$ cat src/rtl/riscv_pkg.sv
// rtl/riscv_pkg.sv - shared fetch-stage types and constants
package riscv_pkg;

    typedef enum logic [1:0] {
        ST_BOOT,
        ST_FETCH,
        ST_HOLD
    } fetch_state_t;

    typedef enum logic [1:0] {
        SEL_SEQ,
        SEL_BR,
        SEL_TRAP,
        SEL_MRET
    } pc_sel_t;

    localparam logic [31:0] NOP_WORD = 32'h0000_0013;

endpackage

$ cat src/rtl/next_pc_mux.sv
// rtl/next_pc_mux.sv - priority next-PC select with branch/jump alignment check
import riscv_pkg::*;

module next_pc_mux (
    input  logic [31:0] pc,
    input  logic        trap_taken,
    input  logic [31:0] trap_addr,
    input  logic        mret,
    input  logic [31:0] epc,
    input  logic        branch_taken,
    input  logic        jump,
    input  logic        jalr,
    input  logic [31:0] iaddr,
    output pc_sel_t     sel,
    output logic [31:0] next_pc,
    output logic        misaligned
);

    logic [31:0] br_target;

    // jalr only qualifies a jump; a plain taken branch uses iaddr untouched
    always_comb begin
        br_target = iaddr;
        if (jump && jalr) begin
            br_target[0] = 1'b0;
        end
    end

    always_comb begin
        sel        = SEL_SEQ;
        next_pc    = pc + 32'd4;
        misaligned = 1'b0;
        if (trap_taken) begin
            sel     = SEL_TRAP;
            next_pc = {trap_addr[31:2], 2'b00};
        end else if (mret) begin
            sel     = SEL_MRET;
            next_pc = {epc[31:2], 2'b00};
        end else if (branch_taken || jump) begin
            sel        = SEL_BR;
            next_pc    = br_target;
            misaligned = (br_target[1:0] != 2'b00);
        end
    end

endmodule

$ cat src/rtl/pc_fetch_unit.sv
// rtl/pc_fetch_unit.sv - program counter and instruction fetch handshake
import riscv_pkg::*;

module pc_fetch_unit #(
    parameter logic [31:0] BOOT_ADDR = 32'h0000_0000,
    parameter logic [31:0] NOP_INSTR = NOP_WORD
) (
    input  logic        clk_in,
    input  logic        rst_in,
    input  logic        stall_in,
    input  logic        branch_taken_in,
    input  logic        jump_in,
    input  logic        jalr_in,
    input  logic [31:0] iaddr_in,
    input  logic        trap_taken_in,
    input  logic [31:0] trap_addr_in,
    input  logic        mret_in,
    input  logic [31:0] epc_in,
    input  logic [31:0] imem_rdata_in,
    input  logic        imem_ack_in,
    output logic        imem_req_out,
    output logic [31:0] imem_addr_out,
    output logic [31:0] pc_out,
    output logic [31:0] instr_out,
    output logic        instr_valid_out,
    output logic        misaligned_out
);

    fetch_state_t state, state_nxt;
    logic [31:0]  pc, pc_nxt;
    logic [31:0]  pc_out_nxt, instr_nxt;
    logic         valid_nxt, mis_nxt;

    pc_sel_t      sel;
    logic [31:0]  mux_pc;
    logic         mux_mis;

    next_pc_mux u_next_pc_mux (
        .pc           (pc),
        .trap_taken   (trap_taken_in),
        .trap_addr    (trap_addr_in),
        .mret         (mret_in),
        .epc          (epc_in),
        .branch_taken (branch_taken_in),
        .jump         (jump_in),
        .jalr         (jalr_in),
        .iaddr        (iaddr_in),
        .sel          (sel),
        .next_pc      (mux_pc),
        .misaligned   (mux_mis)
    );

    always_ff @(posedge clk_in or posedge rst_in) begin
        if (rst_in) begin
            state           <= ST_BOOT;
            pc              <= BOOT_ADDR;
            pc_out          <= BOOT_ADDR;
            instr_out       <= NOP_INSTR;
            instr_valid_out <= 1'b0;
            misaligned_out  <= 1'b0;
        end else begin
            state           <= state_nxt;
            pc              <= pc_nxt;
            pc_out          <= pc_out_nxt;
            instr_out       <= instr_nxt;
            instr_valid_out <= valid_nxt;
            misaligned_out  <= mis_nxt;
        end
    end

    always_comb begin
        state_nxt  = state;
        pc_nxt     = pc;
        pc_out_nxt = pc_out;
        instr_nxt  = instr_out;
        valid_nxt  = instr_valid_out;
        mis_nxt    = 1'b0;
        case (state)
            ST_BOOT: begin
                state_nxt = ST_FETCH;
            end
            ST_FETCH, ST_HOLD: begin
                if (sel != SEL_SEQ) begin
                    // any redirect drops a same-cycle ack and overrides stall
                    state_nxt = ST_FETCH;
                    valid_nxt = 1'b0;
                    if (mux_mis) begin
                        mis_nxt = 1'b1;
                    end else begin
                        pc_nxt    = mux_pc;
                        instr_nxt = NOP_INSTR;
                    end
                end else if (state == ST_FETCH) begin
                    if (imem_ack_in) begin
                        instr_nxt  = imem_rdata_in;
                        pc_out_nxt = pc;
                        valid_nxt  = 1'b1;
                        pc_nxt     = mux_pc;
                        state_nxt  = stall_in ? ST_HOLD : ST_FETCH;
                    end else if (!stall_in) begin
                        valid_nxt = 1'b0;
                    end
                end else if (!stall_in) begin
                    state_nxt = ST_FETCH;
                end
            end
            default: begin
                state_nxt = ST_BOOT;
            end
        endcase
    end

    assign imem_req_out  = (state == ST_FETCH);
    assign imem_addr_out = pc;

endmodule

$ cat config.mk
export PLATFORM = sky130hd
export DESIGN_NAME = pc_fetch_unit
export DESIGN_NICKNAME = d
export VERILOG_FILES = /design/src/rtl/riscv_pkg.sv /design/src/rtl/next_pc_mux.sv /design/src/rtl/pc_fetch_unit.sv
export SDC_FILE = /design/constraint.sdc
export NUM_CORES = 1
export LEC_CHECK = 0
export CELL_PAD_IN_SITES_DETAIL_PLACEMENT = 0
export CELL_PAD_IN_SITES_GLOBAL_PLACEMENT = 1
export CORE_ASPECT_RATIO = 1.4
export CORE_MARGIN = 5
export CORE_UTILIZATION = 33
export CTS_CLUSTER_DIAMETER = 40
export CTS_CLUSTER_SIZE = 10
export DETAILED_ROUTE_END_ITERATION = 8
export PLACE_DENSITY = 0.88
export SYNTH_ARGS = -nofsm -noshare
export SYNTH_HDL_FRONTEND = slang
export SYNTH_SLANG_ARGS = --single-unit
$ cat constraint.sdc
create_clock -name clk_in -period 7.6 [get_ports clk_in]
set_input_delay 1.14 -clock clk_in [delete_from_list [all_inputs] [get_ports clk_in]]
set_output_delay 1.14 -clock clk_in [all_outputs]
set_load 0.02 [all_outputs]
======== Yosys cells after proc, flatten, opt, wreduce, memory -nomap -nowiden ========
Index checks and enable logic that the tools add are counted.
word-level totals
  register bits ........................... 100
  input bits .............................. 137
  output and inout bits ................... 99
operators by class
  add/subtract/negate cells ............... 1
  equality and inequality tests ........... 6
  multiplexer cells ....................... 31
  bitwise operators ....................... 1
  reductions and logical operators ........ 12
operator list
  cell                     number
  $mux W32                 11
  $add A32 B3 Y32 const B  1
  $mux W2                  7
  $mux W1                  12
  $ne A4 B4 Y1 const B     2
  $reduce_and A4 Y1        2
  $reduce_bool A2 Y1       4
  $pmux W2 S2              1
  $ne A3 B1 Y1 const B     1
  $reduce_and A3 Y1        1
  $eq A2 B1 Y1 const B     1
  $eq A2 B2 Y1 const B     1
  $logic_not A2 Y1         1
  $ne A2 B2 Y1 const B     1
  $reduce_and A2 Y1        1
  $reduce_or A2 Y1         1
  $logic_and A1 B1 Y1      1
  $logic_or A1 B1 Y1       1
  $not A1 Y1               1

======== Logic depth before layout (Yosys ltp) ========
  word-level depth ........................ 9
  mapped depth ............................ 9
  gate-level depth less buffers ........... 7

======== Modules after synthesis ========
Synthesis repeated with hierarchy kept, for this count alone.
second synthesis, totals
  cells, all modules ...................... 573
  area total of the unflattened synthesis .. 5654.2 um^2
modules (own cells, without submodules)
  module         times used  cells each  area each (um^2)
  pc_fetch_unit  1           303         4107.7
  next_pc_mux    1           270         1546.5

======== Worst setup path before layout ========
No wires, ideal clock.
  path type ............................... in2reg
  start point ............................. input jump_in
  end point ............................... register pc_out[0]
  setup time .............................. 0.125 ns
  arrival ................................. 2.389 ns
  required time ........................... 7.475 ns
  path slack .............................. 5.087 ns
  cell stages on the path ................. 5
  path buffers ............................ 1
  cells stage by stage .................... nor2_1 > nand2_1 > nor2_1 > buf_2 > mux2_2
between the ends
  word-level cells in the longest chain between the ends .. 7
RTL lines
  what                         line                 RTL
  from (decl)                  pc_fetch_unit.sv:12  input logic jump_in,
  $logic_or A1 B1 Y1           next_pc_mux.sv:39    end else if (branch_taken || jump) begin
  $mux W1                      next_pc_mux.sv:39
  $mux W2                      next_pc_mux.sv:36    end else if (mret) begin
  $mux W2                      next_pc_mux.sv:33    if (trap_taken) begin
  $reduce_bool A2 Y1           pc_fetch_unit.sv:83  if (sel != SEL_SEQ) begin
  $not A1 Y1 (no line)         --
  $reduce_and A4 Y1 (no line)  --
  to (signal assigned)         pc_fetch_unit.sv:64  pc_out <= pc_out_nxt;
  to (decl)                    pc_fetch_unit.sv:23  output logic [31:0] pc_out,
Every way passes these cells.
A chain may end at the register's enable or synchronous reset.

======== Worst setup path in the final report ========
  start point ............................. input jump_in
  end point ............................... register pc_out[15]
Same word-level chain as after synthesis.

==> PnR_summary.wiki <==
{| class="wikitable"
! Metric !! Value
|-
| Port bufs || 231
|-
| Clock tree from TritonCTS || built
|-
| Endpoint of the worst register-to-register path || imem_addr_out[24]$_DFFE_PP0P_
|-
| Die boundary height || 162 microns
|-
| Routed Wire Length || 20300 microns
|-
| Number of flops mapped to enable cells by yosys || 0
|-
| Number of global-route vias before repair || 5560
|-
| Maximum number of pins on one net before global-route repair || 58
|-
| Part of the cycle the worst path needs || 57.3%
|-
| Post-synthesis to final-layout area growth || 50.0%
|-
| Clk pin slew, worst setup/hold paths || 70 ps
|-
| Register-to-register setup slack || 4950 ps
|-
| Beginning of the worst hold path || instr_out[2]$_DFFE_PP0P_
|-
| Number of detailed-route iterations in the first pass || 5
|-
| Peak fanout along the critical path || 32
|-
| Total count of hold-check failures in the final report || 0
|-
| Number of rows in the core area || 55
|-
| Reg2reg path depth || 7
|-
| Quantity of gates resized following cts || 0
|-
| Count of H-tree levels built during CTS || 3
|-
| Post-detailed-placement half-perimeter wirelength || 14300 microns
|-
| DRC errors left || 0
|-
| Util after Layout || 50.4%
|-
| # clock sinks || 100
|-
| Worst path cell trace || clkdlybuf4s50_1 -> nor2_2 -> nand2_1 -> nor2_4 -> mux2_2
|-
| Count of distinct cell types in the synthesized netlist || 63
|-
| Slowest Stage Delay on Critical Path || 960 ps
|-
| Antenna violations before repair || 2
|-
| Required time reported for the critical path endpoint || 7830 ps
|-
| GRT Overall Usage || 20.8%
|-
| Shortest period the worst path allows || 4350 ps
|-
| Hold buffer count at cts || 0
|-
| TritonCTS Buffers || 9
|-
| Proportion of synthesized flip-flops having asynchronous set or reset || 100%
|-
| Headroom to the max-slew limit || 22.9%
|-
| Filler-free cell count of the finished design || 1016
|-
| Category of the most critical setup path || input pin to flop
|-
| Die area || 19200 sq um
|-
| PD cells || 303 nW/um^2
|-
| Share of layout cells above drive strength 1 || 10.3%
|-
| Fmax || 230 MHz
|-
| Violation count after the first detailed-route iteration || 317
|-
| Average wire per cell in the routed design || 20.0 microns
|-
| Worst Setup Start Kind || input pin
|-
| Number of placed I/O pins || 236
|-
| Highest ir drop seen on vdd || 0.175 mV
|-
| Post-Syn Instances || 606
|-
| Status || complete, no violations
|-
| Dominant register cell in the synthesized netlist || sky130_fd_sc_hd__dfrtp_1
|-
| Core Area || 16200 sq um
|-
| Share of synthesized area occupied by flip-flops and latches || 46.0%
|-
| Final Power || 2.48 mW
|-
| Slew Limit Fails || 0
|-
| Cell depth of the worst hold path || 2
|-
| Final Net Count || 952
|-
| Arrival @ worst endpoint || 4580 ps
|-
| Post-CTS setup-driven buffer insertion count || 0
|-
| Die Width || 119 microns
|-
| Final Hold Slack || 466 ps
|-
| Class of the tightest hold or removal check || flop to flop
|-
| Clock network latency to the later pin of the worst-skew pair || 350 ps
|-
| Kind of end point of the critical path || flop
|-
| Cell area after technology mapping || 5450 sq um
|-
| Final ANT Viol Nets || 0
|-
| Net count of the mapped netlist || 747
|-
| Leak pwr || 3.40 nW
|-
| Clock Skew || 6.54 ps
|-
| Slew at the pin closest to its max-slew limit || 1150 ps
|-
| Mean instance size in the synthesized netlist || 9.00 sq um
|-
| Final GP Congestion || 0.768
|-
| CTS Root Buffer Type || sky130_fd_sc_hd__clkbuf_16
|-
| First-pass GRT wire length || 31800 microns
|-
| Setup-violating endpoint count in the final report || 0
|-
| Ratio of routed vias to standard cells || 5.41
|-
| WHS Endpoint || instr_out[2]$_DFFE_PP0P_
|-
| Max capacitance violation total || 0
|-
| Synthesized flop and latch total || 100
|-
| Reg-to-reg critical path startpoint || state[0]$_DFFE_PP0P_
|-
| Final setup TNS || 0 ps
|-
| CTS max path bufs || 2
|-
| Warning count from the yosys run || 0
|-
| Crit-path slowest cell || sky130_fd_sc_hd__nor2_4
|-
| RSZ-0062 raised after global routing || false
|-
| Initial core utilization || 33.6%
|-
| GR Overflow Total || 0
|-
| Cell count after placement || 999
|-
| Vias || 5495
|}
-- layout make-up --
type,instances,area (sq um)
Clock inverter,6,40.0
Inverter,13,51.3
Tap cell,199,249
Sequential cell,100,2510
Fill cell,1574,8060
Clock buffer,10,229
Antenna cell,1,2.50
Timing Repair Buffer,240,2370
Multi-Input combinational cell,447,2740
-- cell usage after synthesis (3+ instances only) --
master	instances	share of area [%]
sky130_fd_sc_hd__a211oi_1	5	0.69
sky130_fd_sc_hd__mux2_2	32	6.6
sky130_fd_sc_hd__o211ai_1	7	0.96
sky130_fd_sc_hd__a2bb2oi_1	3	0.48
sky130_fd_sc_hd__buf_2	14	1.3
sky130_fd_sc_hd__and2_1	5	0.57
sky130_fd_sc_hd__or3_1	3	0.34
sky130_fd_sc_hd__a32oi_1	4	0.64
sky130_fd_sc_hd__o21ai_0	31	2.8
sky130_fd_sc_hd__nor4_1	3	0.34
sky130_fd_sc_hd__a21oi_1	23	2.1
sky130_fd_sc_hd__and3_1	6	0.69
sky130_fd_sc_hd__clkbuf_1	25	1.7
sky130_fd_sc_hd__inv_1	13	0.89
sky130_fd_sc_hd__o311ai_0	3	0.48
sky130_fd_sc_hd__a311oi_1	4	0.64
sky130_fd_sc_hd__a31o_2	7	1.1
sky130_fd_sc_hd__o31ai_1	8	1.1
sky130_fd_sc_hd__dfrtp_1	97	45
sky130_fd_sc_hd__nand2_1	111	7.6
sky130_fd_sc_hd__a22oi_1	5	0.69
sky130_fd_sc_hd__dfstp_2	3	1.4
sky130_fd_sc_hd__o2111ai_1	4	0.64
sky130_fd_sc_hd__xnor2_1	3	0.48
sky130_fd_sc_hd__ha_1	4	0.92
sky130_fd_sc_hd__a31oi_1	8	0.92
sky130_fd_sc_hd__nand4_1	12	1.4
sky130_fd_sc_hd__nand2b_1	8	0.92
sky130_fd_sc_hd__nand3_1	51	4.7
sky130_fd_sc_hd__buf_1	5	0.34
sky130_fd_sc_hd__a32o_1	4	0.73
sky130_fd_sc_hd__nor2_1	43	3.0
sky130_fd_sc_hd__nor3_1	9	0.83
-- cells by family (layout without fill, tap and decap cells) --
kind of cell | Yosys count | count (layout) | synth area share (%)
xor gates and xnor gates | 5 | 5 | 0.803
AOI/OAI and AO/OA | 142 | 142 | 18.3
DFF | 100 | 100 | 46.0
adders and majority gates | 4 | 4 | 0.918
other | 0 | 1 | 0
and+or+nand+nor | 264 | 264 | 23.0
muxes | 32 | 32 | 6.61
buffers and inverters | 59 | 269 | 4.47
-- worst max-delay path by stage --
stage	slack, ps	endpoint	start	depth (start not counted)
finish	3250	pc_out[15]$_DFFE_PP0P_	jump_in	5
detailed placement	2850	pc_out[15]$_DFFE_PP0P_	jump_in	5
global route	2980	pc_out[15]$_DFFE_PP0P_	jump_in	5
global placement	2880	pc_out[18]$_DFFE_PP0P_	jump_in	5
CTS	3210	pc_out[15]$_DFFE_PP0P_	jump_in	5
floorplan	3850	imem_addr_out[0]$_DFFE_PP0P_	rst_in	1
-- per-stage QoR --
step / setup WS (ps) / cell area, sq um
global placement: 2880 / 7910
CTS: 3210 / 8180
global route: 2980 / 8180
floorplan: 3850 / 5450
detailed placement: 2850 / 7910
finish: 3250 / 8180
-- worst max-delay path: cells and delay by family --
family,cells,cell delay (ps)
simple gates,3,2460
buf+inv,1,530
mux,1,420
-- registers in the layout, indices dropped and copies added, names as in the netlist --
signal,cells
imem_addr_out,32
instr_valid_out,1
state,2
misaligned_out,1
instr_out,32
pc_out,32
-- cell usage in the layout, fill, tap and decap left out, drive strengths merged, types with 8 or more instances in the layout --
master         instances
a21oi                 23
a31oi                  8
buf                   11
clkbuf                10
clkdlybuf4s50        229
dfrtp                 97
inv                   14
mux2                  32
nand2                111
nand2b                 8
nand3                 51
nand4                 15
nor2                  44
nor3                   9
o21ai                 32
o31ai                  8
-- report_power, final --
part	leakage [nW]	switching, mW	total, mW	internal, mW
Combinational	2.01	0.595	1.13	0.539
Clock	0.133	0.216	0.439	0.223
Sequential	1.27	0.202	0.906	0.704
-- metal layers --
metal	global-route usage [%]	routed length, microns	vias up	share of wire [%]
met2	35.9	10100	218	50
met3	4.42	1380	27	6.8
met4	6.01	351	2	1.7
met1	26.3	8440	2642	42
met5	0	13	-	0.064
li1	-	-	2606	-
Note: power is estimated with default switching activity, not from simulation.
